===== config.mk =====
export PLATFORM = sky130hd
export DESIGN_NAME = uart_tx_frame
export DESIGN_NICKNAME = d
export VERILOG_FILES = /design/src/rtl/uart_tx_frame_pkg.sv /design/src/rtl/uart_tx_frame_piso_reg.sv /design/src/rtl/uart_tx_frame.sv
export SDC_FILE = /design/constraint.sdc
export NUM_CORES = 1
export LEC_CHECK = 0
export ABC_CLOCK_PERIOD_IN_PS = 4900
export CORE_ASPECT_RATIO = 1.1
export CORE_MARGIN = 3
export CORE_UTILIZATION = 45
export DETAILED_ROUTE_END_ITERATION = 12
export GPL_TIMING_DRIVEN = 0
export PLACE_DENSITY_LB_ADDON = 0.08
export SKIP_CTS_REPAIR_TIMING = 1
export SYNTH_ARGS = -nofsm -noshare
export SYNTH_HDL_FRONTEND = slang
export SYNTH_SLANG_ARGS = --single-unit

===== constraint.sdc =====
create_clock -name sys_clk -period 4.9 [get_ports sys_clk]
set_clock_uncertainty 0.15 [all_clocks]
set_input_delay 0.735 -clock sys_clk [delete_from_list [all_inputs] [get_ports sys_clk]]
set_output_delay 0.735 -clock sys_clk [all_outputs]
set_load 0.03 [all_outputs]

===== src/rtl/uart_tx_frame_pkg.sv =====
// Shared UART definitions: frame state encoding, widths, default timing
// and the odd-parity helper used by both transmit and receive paths.
package uart_tx_frame_pkg;

  localparam int DATA_BITS        = 8;
  localparam int CLKS_PER_BIT_DEF = 434;

  typedef enum logic [2:0] {
    ST_IDLE,
    ST_START,
    ST_PARITY,
    ST_DATA,
    ST_STOP
  } tx_state_e;

  // Odd parity: the parity bit makes the total count of ones odd.
  function automatic logic odd_parity(
    input logic [DATA_BITS-1:0] d
  );
    return ~^d;
  endfunction

endpackage


===== src/rtl/uart_tx_frame_piso_reg.sv =====
// Parallel-in serial-out byte register; LSB is presented first.
// Transmit counterpart of the receiver's capture shift register.
module piso_reg
  import uart_tx_frame_pkg::*;
(
  input  logic                 sys_clk,
  input  logic                 rst,
  input  logic                 load,
  input  logic                 shift,
  input  logic [DATA_BITS-1:0] d,
  output logic                 lsb
);

  logic [DATA_BITS-1:0] data_q;

  // Load wins over shift; shifting moves the next bit into the LSB.
  always_ff @(posedge sys_clk) begin
    if (rst) begin
      data_q <= '0;
    end else if (load) begin
      data_q <= d;
    end else if (shift) begin
      data_q <= {1'b0, data_q[DATA_BITS-1:1]};
    end
  end

  assign lsb = data_q[0];

endmodule


===== src/rtl/uart_tx_frame.sv =====
// UART transmit framer: start, odd parity, 8 data bits LSB first,
// then STOP_BITS stop bits, each held CLKS_PER_BIT clocks.
module uart_tx_frame
  import uart_tx_frame_pkg::*;
#(
  parameter int CLKS_PER_BIT = CLKS_PER_BIT_DEF,
  parameter int STOP_BITS    = 1
) (
  input  logic                 sys_clk,
  input  logic                 rst,
  input  logic [DATA_BITS-1:0] parallel_data_in,
  input  logic                 data_load,
  output logic                 ready,
  output logic                 busy,
  output logic                 tx_done,
  output logic                 serial_data_out
);

  localparam int CNT_W = $clog2(CLKS_PER_BIT);
  localparam logic [CNT_W-1:0] CNT_LAST = CNT_W'(CLKS_PER_BIT - 1);
  localparam logic [2:0] DATA_LAST = 3'(DATA_BITS - 1);
  localparam logic [2:0] STOP_LAST = 3'(STOP_BITS - 1);

  tx_state_e        state;
  logic [CNT_W-1:0] clk_cnt;
  logic [2:0]       bit_cnt;
  logic             par_q;
  logic             line_q;
  logic             shift_lsb;

  logic bit_end;
  logic last_data;
  logic last_stop;
  logic accept;
  logic shift;

  assign bit_end   = (clk_cnt == CNT_LAST);
  assign last_data = (bit_cnt == DATA_LAST);
  assign last_stop = (bit_cnt == STOP_LAST);
  assign accept    = data_load && (state == ST_IDLE);

  // Each time the line takes a data bit from the LSB, expose the next one.
  assign shift = bit_end &&
                 ((state == ST_PARITY) ||
                  ((state == ST_DATA) && !last_data));

  piso_reg u_piso (
    .sys_clk (sys_clk),
    .rst     (rst),
    .load    (accept),
    .shift   (shift),
    .d       (parallel_data_in),
    .lsb     (shift_lsb)
  );

  // Frame sequencer, bit timer and registered serial line.
  always_ff @(posedge sys_clk) begin
    if (rst) begin
      state   <= ST_IDLE;
      clk_cnt <= '0;
      bit_cnt <= '0;
      par_q   <= 1'b0;
      line_q  <= 1'b1;
    end else begin
      unique case (state)
        ST_IDLE: begin
          line_q  <= 1'b1;
          clk_cnt <= '0;
          bit_cnt <= '0;
          if (data_load) begin
            state  <= ST_START;
            line_q <= 1'b0;
            par_q  <= odd_parity(parallel_data_in);
          end
        end
        ST_START: begin
          if (bit_end) begin
            clk_cnt <= '0;
            state   <= ST_PARITY;
            line_q  <= par_q;
          end else begin
            clk_cnt <= clk_cnt + CNT_W'(1);
          end
        end
        ST_PARITY: begin
          if (bit_end) begin
            clk_cnt <= '0;
            bit_cnt <= '0;
            state   <= ST_DATA;
            line_q  <= shift_lsb;
          end else begin
            clk_cnt <= clk_cnt + CNT_W'(1);
          end
        end
        ST_DATA: begin
          if (bit_end) begin
            clk_cnt <= '0;
            if (last_data) begin
              bit_cnt <= '0;
              state   <= ST_STOP;
              line_q  <= 1'b1;
            end else begin
              bit_cnt <= bit_cnt + 3'd1;
              line_q  <= shift_lsb;
            end
          end else begin
            clk_cnt <= clk_cnt + CNT_W'(1);
          end
        end
        ST_STOP: begin
          line_q <= 1'b1;
          if (bit_end) begin
            clk_cnt <= '0;
            if (last_stop) begin
              bit_cnt <= '0;
              state   <= ST_IDLE;
            end else begin
              bit_cnt <= bit_cnt + 3'd1;
            end
          end else begin
            clk_cnt <= clk_cnt + CNT_W'(1);
          end
        end
        default: begin
          state  <= ST_IDLE;
          line_q <= 1'b1;
        end
      endcase
    end
  end

  assign ready           = (state == ST_IDLE);
  assign busy            = (state != ST_IDLE);
  assign tx_done         = (state == ST_STOP) && bit_end && last_stop;
  assign serial_data_out = line_q;

endmodule

# Word-level counts from Yosys, hierarchy flattened
# Index checks and enable logic that the tools add are counted.
totals:
  ff_bits: 25
  input_bits: 11
  output_inout_bits: 4
  elab_cells: 64
classes:
  addsub: 2
  eq_ne: 13
  n_mux: 24
  n_reduce_logical: 19
op_table:
  columns: ["operator", "count"]
  rows:
  - ["$mux W3", 12]
  - ["$pmux W9 S2", 1]
  - ["$mux W8", 2]
  - ["$pmux W3 S5", 1]
  - ["$ne A2 B2 Y1 const B", 7]
  - ["$pmux W3 S4", 1]
  - ["$add A9 B1 Y9 const B", 1]
  - ["$eq A9 B9 Y1 const B", 1]
  - ["$mux W9", 1]
  - ["$reduce_xnor A8 Y1", 1]
  - ["$reduce_and A7 Y1", 1]
  - ["$eq A3 B2 Y1 const B", 2]
  - ["$eq A3 B3 Y1 const B", 2]
  - ["$logic_not A3 Y1", 2]
  - ["$logic_and A1 B1 Y1", 5]
  - ["$mux W1", 5]
  - ["$pmux W1 S4", 1]
  - ["$reduce_and A4 Y1", 1]
  - ["$reduce_bool A2 Y1", 2]
  - ["$reduce_bool A4 Y1", 1]
  - ["$reduce_or A4 Y1", 1]
  - ["$add A3 B1 Y3 const B", 1]
  - ["$eq A3 B1 Y1 const B", 1]
  - ["$reduce_and A3 Y1", 1]
  - ["4 further kinds", 4]

# Logic depth before layout (Yosys ltp)
# Gate-level depths: netlist of the first run.
logic_depth:
  depth_word: 7
  depth_mapped: 7
  ltp_nobuf: 6

# By module
# From an unflattened synthesis of the first run, not the netlist that was laid out.
hier_totals:
  cells_unflattened: 165
  hier_area_um2: 1505.2
modules_own_cells:
  columns: ["module", "n_inst", "cells_each", "area_per_inst_um2", "seq_area_each_um2"]
  rows:
  - ["uart_tx_frame", 1, 130, 1136.1, 340.3]
  - ["piso_reg", 1, 35, 369.1, 160.2]

# Least setup slack after synthesis of the first run
# OpenSTA, ideal clock, no wires.
synth_path:
  path_kind: "reg-to-output"
  start: "reg clk_cnt[0]"
  end: "out tx_done"
  arrival_time_ns: 1.805
  required_time_ns: 4.015
  path_slack_ns: 2.210
  stages_incl_launch_ff: 5
  n_path_buf: 0
  path_cell_list: "dfxtp_1 > ha_1 > and4b_1 > nand2_1 > nor3b_1"
synth_via:
  elab_chain_cells: 3
synth_rtl:
  columns: ["element", "line_no", "text"]
  rows:
  - ["from (decl)", "uart_tx_frame.sv:25", "logic [CNT_W-1:0] clk_cnt;"]
  - ["from (signal assigned)", "uart_tx_frame.sv:82", "clk_cnt <= clk_cnt + CNT_W'(1);"]
  - ["from (signal assigned)", "uart_tx_frame.sv:92", "clk_cnt <= clk_cnt + CNT_W'(1);"]
  - ["from (signal assigned)", "uart_tx_frame.sv:107", "clk_cnt <= clk_cnt + CNT_W'(1);"]
  - ["$eq A9 B9 Y1", "uart_tx_frame.sv:37", "assign bit_end = (clk_cnt == CNT_LAST);"]
  - ["$logic_and A1 B1 Y1 (2 in a row)", "uart_tx_frame.sv:134", "assign tx_done = (state == ST_STOP) && bit_end && last_stop;"]
  - ["to (decl)", "uart_tx_frame.sv:15", "output logic tx_done,"]
# No other way between the ends.

# Worst setup path after layout of the first run
# Same ends and word-level chain as after synthesis.

==> results of run 1 <==
==> path summary, 6_finish.rpt <==
check,start,to,slack [ns]
max reg2reg,bit_cnt[0]$_SDFFE_PP0P_,u_piso.data_q[5]$_SDFFE_PP0P_,2.69
max,clk_cnt[0]$_SDFFE_PP0P_,tx_done,1.48
min reg2reg,u_piso.data_q[4]$_SDFFE_PP0P_,u_piso.data_q[3]$_SDFFE_PP0P_,0.35
min,u_piso.data_q[4]$_SDFFE_PP0P_,u_piso.data_q[3]$_SDFFE_PP0P_,0.35
==> flip-flops by register name, summed over array words and instances (netlist names) <==
name             cells
u_piso.data_q        8
par_q                1
state                3
serial_data_out      1
bit_cnt              3
clk_cnt              9
==> power by group through the flow <==
stage	Clock (mW)	Combinational [mW]	Sequential, mW
floorplan	0	0.138	0.238
global placement	0	0.187	0.238
detailed placement	0	0.191	0.238
CTS	0.0993	0.192	0.234
global route	0.111	0.215	0.236
finish	0.0954	0.191	0.234
==> critical path, cell delays in order (launching register included) <==
cell                              delay (ns)
sky130_fd_sc_hd__dfxtp_1                0.48
sky130_fd_sc_hd__ha_1                   0.26
sky130_fd_sc_hd__and4b_1                0.33
sky130_fd_sc_hd__nand2_1                0.18
sky130_fd_sc_hd__nor3b_1                0.25
sky130_fd_sc_hd__clkdlybuf4s50_1        0.71
==> metrics by stage <==
stage / hold WS (ns) / setup slack [ns]
CTS: 0.3498 / 1.505
global route: 0.3643 / 1.350
floorplan: 0.3087 / 2.210
detailed placement: 0.3270 / 1.913
global placement: 0.3165 / 1.974
finish: 0.3468 / 1.482
==> placed cells by master, fill, tap and decap left out, types with 2 or more instances in the layout <==
cell,instances
sky130_fd_sc_hd__xnor2_1,6
sky130_fd_sc_hd__clkbuf_4,3
sky130_fd_sc_hd__nand2b_1,2
sky130_fd_sc_hd__nor2_1,16
sky130_fd_sc_hd__clkbuf_1,4
sky130_fd_sc_hd__nor3_1,2
sky130_fd_sc_hd__a311oi_1,12
sky130_fd_sc_hd__dfxtp_1,25
sky130_fd_sc_hd__buf_6,2
sky130_fd_sc_hd__clkdlybuf4s50_1,13
sky130_fd_sc_hd__o31ai_1,3
sky130_fd_sc_hd__ha_1,5
sky130_fd_sc_hd__a311oi_2,2
sky130_fd_sc_hd__o21ai_0,7
sky130_fd_sc_hd__buf_2,5
sky130_fd_sc_hd__and3_1,2
sky130_fd_sc_hd__nand3_1,13
sky130_fd_sc_hd__a41oi_1,4
sky130_fd_sc_hd__a21oi_1,10
sky130_fd_sc_hd__inv_1,8
sky130_fd_sc_hd__nand4_1,4
sky130_fd_sc_hd__o21a_1,2
sky130_fd_sc_hd__nand3b_1,2
sky130_fd_sc_hd__nand2_1,16
==> per-layer routing <==
layer	vias to the layer above	part of all wire	wire [um]	global-route usage
li1	700	-	-	-
met1	674	0.47	1694	0.2688
met2	29	0.48	1720	0.3220
met3	5	0.034	122	0.02294
met4	0	0.013	47	0.06631
met5	-	0	0	0
==> final cells by class <==
type                    count  area [um2]
plain buffers              13       73.82
clock buffers               3       22.52
clock inverters             1       5.005
fillers                   311        1414
inverters                   8       30.03
multi-input cells         132       934.6
flip-flops and latches     25       500.5
well taps                  34       42.54
repair buffers             13       130.1
==> cells by family after synthesis <==
group	Yosys count	share of synthesized area
compound gates	50	0.2634
xor+xnor	7	0.03984
fa+ha+maj	5	0.04065
buf+inv	21	0.06747
flops	25	0.3252
mux	1	0.006504
simple gates	69	0.2569
==> impl_metrics.tcl, run 1 <==
set metrics [dict create \
    worstHoldPathType "register to register" \
    cts-root-buf "sky130_fd_sc_hd__clkbuf_4" \
    path_class "register to output pin" \
    outcome "complete, no violations" \
    floorplan.initialDensity 0.4881 \
    gr-total-overflow 0 \
    slew_headroom 0.6505 \
    h-tree-depth 1 \
    layout_cell_share_with_drive_strength_beyond_1 0.1179 \
    synth_top_area_frac 0.3252 \
    power.share.sequential 0.449 \
    nNetsFinal 212 \
    numPlacedInstances 225 \
    route.detailed.wl_per_inst_um 15.65 \
    worst_setup_path_end_kind "output pin" \
    power.share.switching 0.3628 \
    peak_ir_drop_on_the_vdd_network_mv 0.1428 \
    fmax_ghz 0.2926 \
    n_antenna_cell 0 \
    ios 15 \
    rows 21 \
    syn_avg_cell_area_um2 8.646 \
    power.density_mw_per_mm2 299.5 \
    grt_antenna_before_repair 0 \
    synthesis.area_mm2 0.001539 \
    syn_nets 194 \
    worst_hold_path.num_cells 2 \
    critical_path.max_fanout 6 \
    worstPathRequired_ns 4.01 \
    final_cell_count_no_fill 229 \
    area.growth.synth_to_final_pct 13.01 \
    crit_path_start_kind "register" \
    final_hold_viol_count 0 \
    synth_largest_area_cell "sky130_fd_sc_hd__dfxtp_1" \
    postSynth.asyncResetShare 0 \
    power.share.clock 0.183 \
    report.final.slew_viol_count 0 \
    placeableCoreArea_mm2 0.003153 \
    cts-buffers-inserted 3 \
    layout_min_cycle_time_ns 3.418 \
    source_to_sink_clock_delay_at_the_later_pin_of_the_worst_skew_pair_ns 0.33 \
    yosys_warnings 0 \
    utilization 0.5516 \
    die_width_um 61.76 \
    synth_top_cells_by_area "sky130_fd_sc_hd__dfxtp_1, sky130_fd_sc_hd__a311oi_1, sky130_fd_sc_hd__nand3_1" \
    synth_most_common_cell "sky130_fd_sc_hd__dfxtp_1" \
    setup_viol 0 \
    num_vias 1408 \
    share_comb_of_total_power 0.367 \
    yosysUniqueCellTypes 48 \
    drt_first_pass_iters 4 \
    drc_errors 0 \
    max_slew.worst_pin.slew_ns 0.5243 \
    setup_repair_after_global_routing_missed_its_margin "no" \
    ant_nets 0 \
    drt_iter0_drc 85 \
    cts_sinks 25 \
    post-route-period-util 0.6975 \
    fin_total_pwr_mw 0.5208 \
    maximum_capacitance_violations 0 \
    placement.io_buffers 13 \
    global_route.usage.total 0.1983 \
    worst-endpoint-arrival_ns 2.53 \
    post_detail_place_hpwl_mm 2.635 \
    synthFlopType "sky130_fd_sc_hd__dfxtp_1" \
    final.setup.tns_ns 0 \
    cts-root-to-sink-buffers 2 \
    synth_sequential_area_ratio 0.3252 \
    synth_edf_count 0 \
    wl_mm 3.584 \
    die-area_mm2 0.004159 \
    postSynthRegisterBits 25 \
    grt_start_max_net_pins 15 \
    die_height_um 67.34 \
    area_of_all_placed_cells_without_fillers_mm2 0.001739 \
    power.internal_mw 0.3319 \
    clkSlewWorstSetupHoldPaths_ns 0.14 \
    place_congestion 0.8494 \
    yosys-top-cells-count "sky130_fd_sc_hd__dfxtp_1, sky130_fd_sc_hd__nand2_1, sky130_fd_sc_hd__nor2_1" \
    grt_pass1_vias 1340 \
    cts_tree "built" \
    synthCells 178 \
    power_leakage_nw 0.6378 \
    switchingPower_mw 0.1890 \
    grt_pass1_wl_mm 6.285 \
    rr_worst_depth 7 \
    detail_route.vias_per_cell 6.148 \
    placedInstanceArea_mm2 0.001712 \
]
Power figures use the tool's default switching activity.
==> run 2: changes to the inputs <==
Settings changed: ABC_CLOCK_PERIOD_IN_PS 4900 to 3010.
Clock period 4.9 ns to 3.01 ns, I/O delays scaled along.
==> run 2 against run 1 <==
Effect of this change:
- highest routed layer unchanged
- largest cell class unchanged
- clock power grew 64%
- worst hold slack hardly changed
- setup slack got worse by 1.4 ns
- global-route usage is the same
- sequential share of layout area about the same
- flip-flop and latch count unchanged
- critical path depth fell by 1
- combinational power is 63% higher
- sequential power up 63%
==> impl_metrics.tcl, run 2 (same netlist as run 1, synthesis figures left out) <==
set metrics [dict create \
    report.final.slew_viol_count 0 \
    placement.io_buffers 13 \
    layout_cell_share_with_drive_strength_beyond_1 0.1179 \
    rows 21 \
    power_leakage_nw 0.6565 \
    source_to_sink_clock_delay_at_the_later_pin_of_the_worst_skew_pair_ns 0.33 \
    setup_viol 0 \
    wl_mm 3.578 \
    final.fill_count 310 \
    reg2reg_slack_ns 0.80 \
    rr_worst_depth 7 \
    peak_ir_drop_on_the_vdd_network_mv 0.2314 \
    gr-total-overflow 0 \
    maximum_capacitance_violations 0 \
    grt_antenna_before_repair 0 \
    ios 15 \
    post_detail_place_hpwl_mm 2.635 \
    num_vias 1413 \
    n_antenna_cell 0 \
    crit-reg2reg-capture "u_piso.data_q[5]$_SDFFE_PP0P_" \
    slew_headroom 0.6516 \
    worst_setup_path_end_kind "output pin" \
    final.setup.tns_ns 0 \
    hold-path-endpoint "u_piso.data_q[3]$_SDFFE_PP0P_" \
    worstPathRequired_ns 2.41 \
    layout_min_cycle_time_ns 2.898 \
    placeableCoreArea_mm2 0.003153 \
    most_flops_register "clk_cnt" \
    global_route.usage.total 0.1983 \
    rr_startpoint "bit_cnt[0]$_SDFFE_PP0P_" \
    crit_path_start_kind "register" \
    placedInstanceArea_mm2 0.001712 \
    layout_top_registers "clk_cnt (9), u_piso.data_q (8)" \
    hold_path_startpoint "u_piso.data_q[4]$_SDFFE_PP0P_" \
    die-area_mm2 0.004159 \
    die_height_um 67.34 \
    floorplan.initialDensity 0.4881 \
    outcome "complete, no violations" \
    route.detailed.wl_per_inst_um 15.62 \
    area_of_all_placed_cells_without_fillers_mm2 0.001742 \
    grt_pass1_vias 1340 \
    die_width_um 61.76 \
    worstHoldPathType "register to register" \
    worst_hold_path.num_cells 2 \
    power.density_mw_per_mm2 486.7 \
    path_class "register to output pin" \
    area.growth.synth_to_final_pct 13.17 \
    final_hold_viol_count 0 \
    cts-root-buf "sky130_fd_sc_hd__clkbuf_4" \
    grt_start_max_net_pins 15 \
    layout_common_cells "sky130_fd_sc_hd__dfxtp_1, sky130_fd_sc_hd__nand2_1, sky130_fd_sc_hd__nor2_1, sky130_fd_sc_hd__nand3_1" \
    cts-root-to-sink-buffers 2 \
    drt_iter0_drc 85 \
    worst-endpoint-arrival_ns 2.30 \
    grt_pass1_wl_mm 6.285 \
    cts_tree "built" \
    layout_commonest_cell "sky130_fd_sc_hd__dfxtp_1" \
    cts_sinks 25 \
    place_congestion 0.8494 \
    drc_errors 0 \
    post-route-period-util 0.9628 \
    fmax_ghz 0.3451 \
    ant_nets 0 \
    clkSlewWorstSetupHoldPaths_ns 0.14 \
    h-tree-depth 1 \
    drt_first_pass_iters 4 \
    nNetsFinal 212 \
    cts-buffers-inserted 3 \
    multiInputGateArea_um2 934.6 \
    largest_register_ffs 9 \
    critical_path.max_fanout 10 \
    max_slew.worst_pin.slew_ns 0.5226 \
    seq_area_um2 500.5 \
    setup_repair_after_global_routing_missed_its_margin "no" \
    detail_route.vias_per_cell 6.170 \
]
run 2: changes by cell type in the layout (fill, tap and decap cells not counted):
cell	change
sky130_fd_sc_hd__clkdlybuf4s50_1	-1
sky130_fd_sc_hd__dlymetal6s2s_1	+1
run 2: final cells by class:
class	instances	area share
clock inverters	1	0.002874
plain buffers	13	0.04239
clock buffers	3	0.01293
repair buffers	13	0.07615
multi-input cells	132	0.5366
flip-flops and latches	25	0.2874
inverters	8	0.01724
well taps	34	0.02443
run 2: per-stage QoR:
stage / total power [mW] / hold slack, ns / setup WS [ns] / cells / util
global route: 0.9141 / 0.3643 / 0.01041 / 229 / 0.5524
global placement: 0.6904 / 0.3165 / 0.3680 / 225 / 0.5429
CTS: 0.8546 / 0.3498 / -0.1015 / 229 / 0.5516
floorplan: 0.6132 / 0.3087 / 0.6034 / 178 / -
detailed placement: 0.6984 / 0.3270 / 0.3062 / 225 / 0.5429
finish: 0.8477 / 0.3469 / 0.1121 / 229 / 0.5524
run 2: per-layer routing:
| layer | vias up | track usage | wire [um] | part of all wire |
|---|---|---|---|---|
| li1 | 699 | - | - | - |
| met1 | 682 | 0.2688 | 1676 | 0.47 |
| met2 | 27 | 0.3220 | 1725 | 0.48 |
| met3 | 5 | 0.02294 | 128 | 0.036 |
| met4 | 0 | 0.06631 | 47 | 0.013 |
| met5 | - | 0 | 0 | 0 |
run 2: how the worst max path moves through the flow:
stage                     cells after the start      end  slack, ns                    start
after CTS                                     5  tx_done      -0.10  clk_cnt[0]$_SDFFE_PP0P_
after global routing                          4    ready       0.01    state[1]$_SDFFE_PP0P_
after global placement                        5  tx_done       0.37  clk_cnt[0]$_SDFFE_PP0P_
final                                         4    ready       0.11    state[1]$_SDFFE_PP0P_
after detailed placement                      5  tx_done       0.31  clk_cnt[0]$_SDFFE_PP0P_
after floorplan                               4  tx_done       0.60  clk_cnt[0]$_SDFFE_PP0P_
run 2: critical path, cell delays in order, from the launching register on:
cell and delay (ns):
sky130_fd_sc_hd__dfxtp_1 0.36, sky130_fd_sc_hd__buf_2 0.18, sky130_fd_sc_hd__nor3_1 0.43, sky130_fd_sc_hd__buf_2 0.31, sky130_fd_sc_hd__clkdlybuf4s50_1 0.70
run 2: power breakdown:
part           switching (mW)  internal (mW)
clock network           0.106         0.0498
registers              0.0193          0.361
logic                   0.182          0.129
total                   0.307          0.540
==> run 3: changes to the inputs <==
Settings changed: ABC_CLOCK_PERIOD_IN_PS 3010 to 3200.
Clock period 3.01 ns to 3.2 ns, I/O delays scaled along.
==> results of run 3 <==
The final DEF is identical to that of run 2. Status: complete, no violations.
Main changes from that run: setup slack after placement 0.3062 ns -> 0.4677 ns; setup slack after layout 0.1121 ns -> 0.2736 ns; register-to-register setup slack 0.80 ns -> 0.99 ns; total power 0.8477 mW -> 0.7973 mW; worst IR drop on VDD 0.2314 mV -> 0.2177 mV
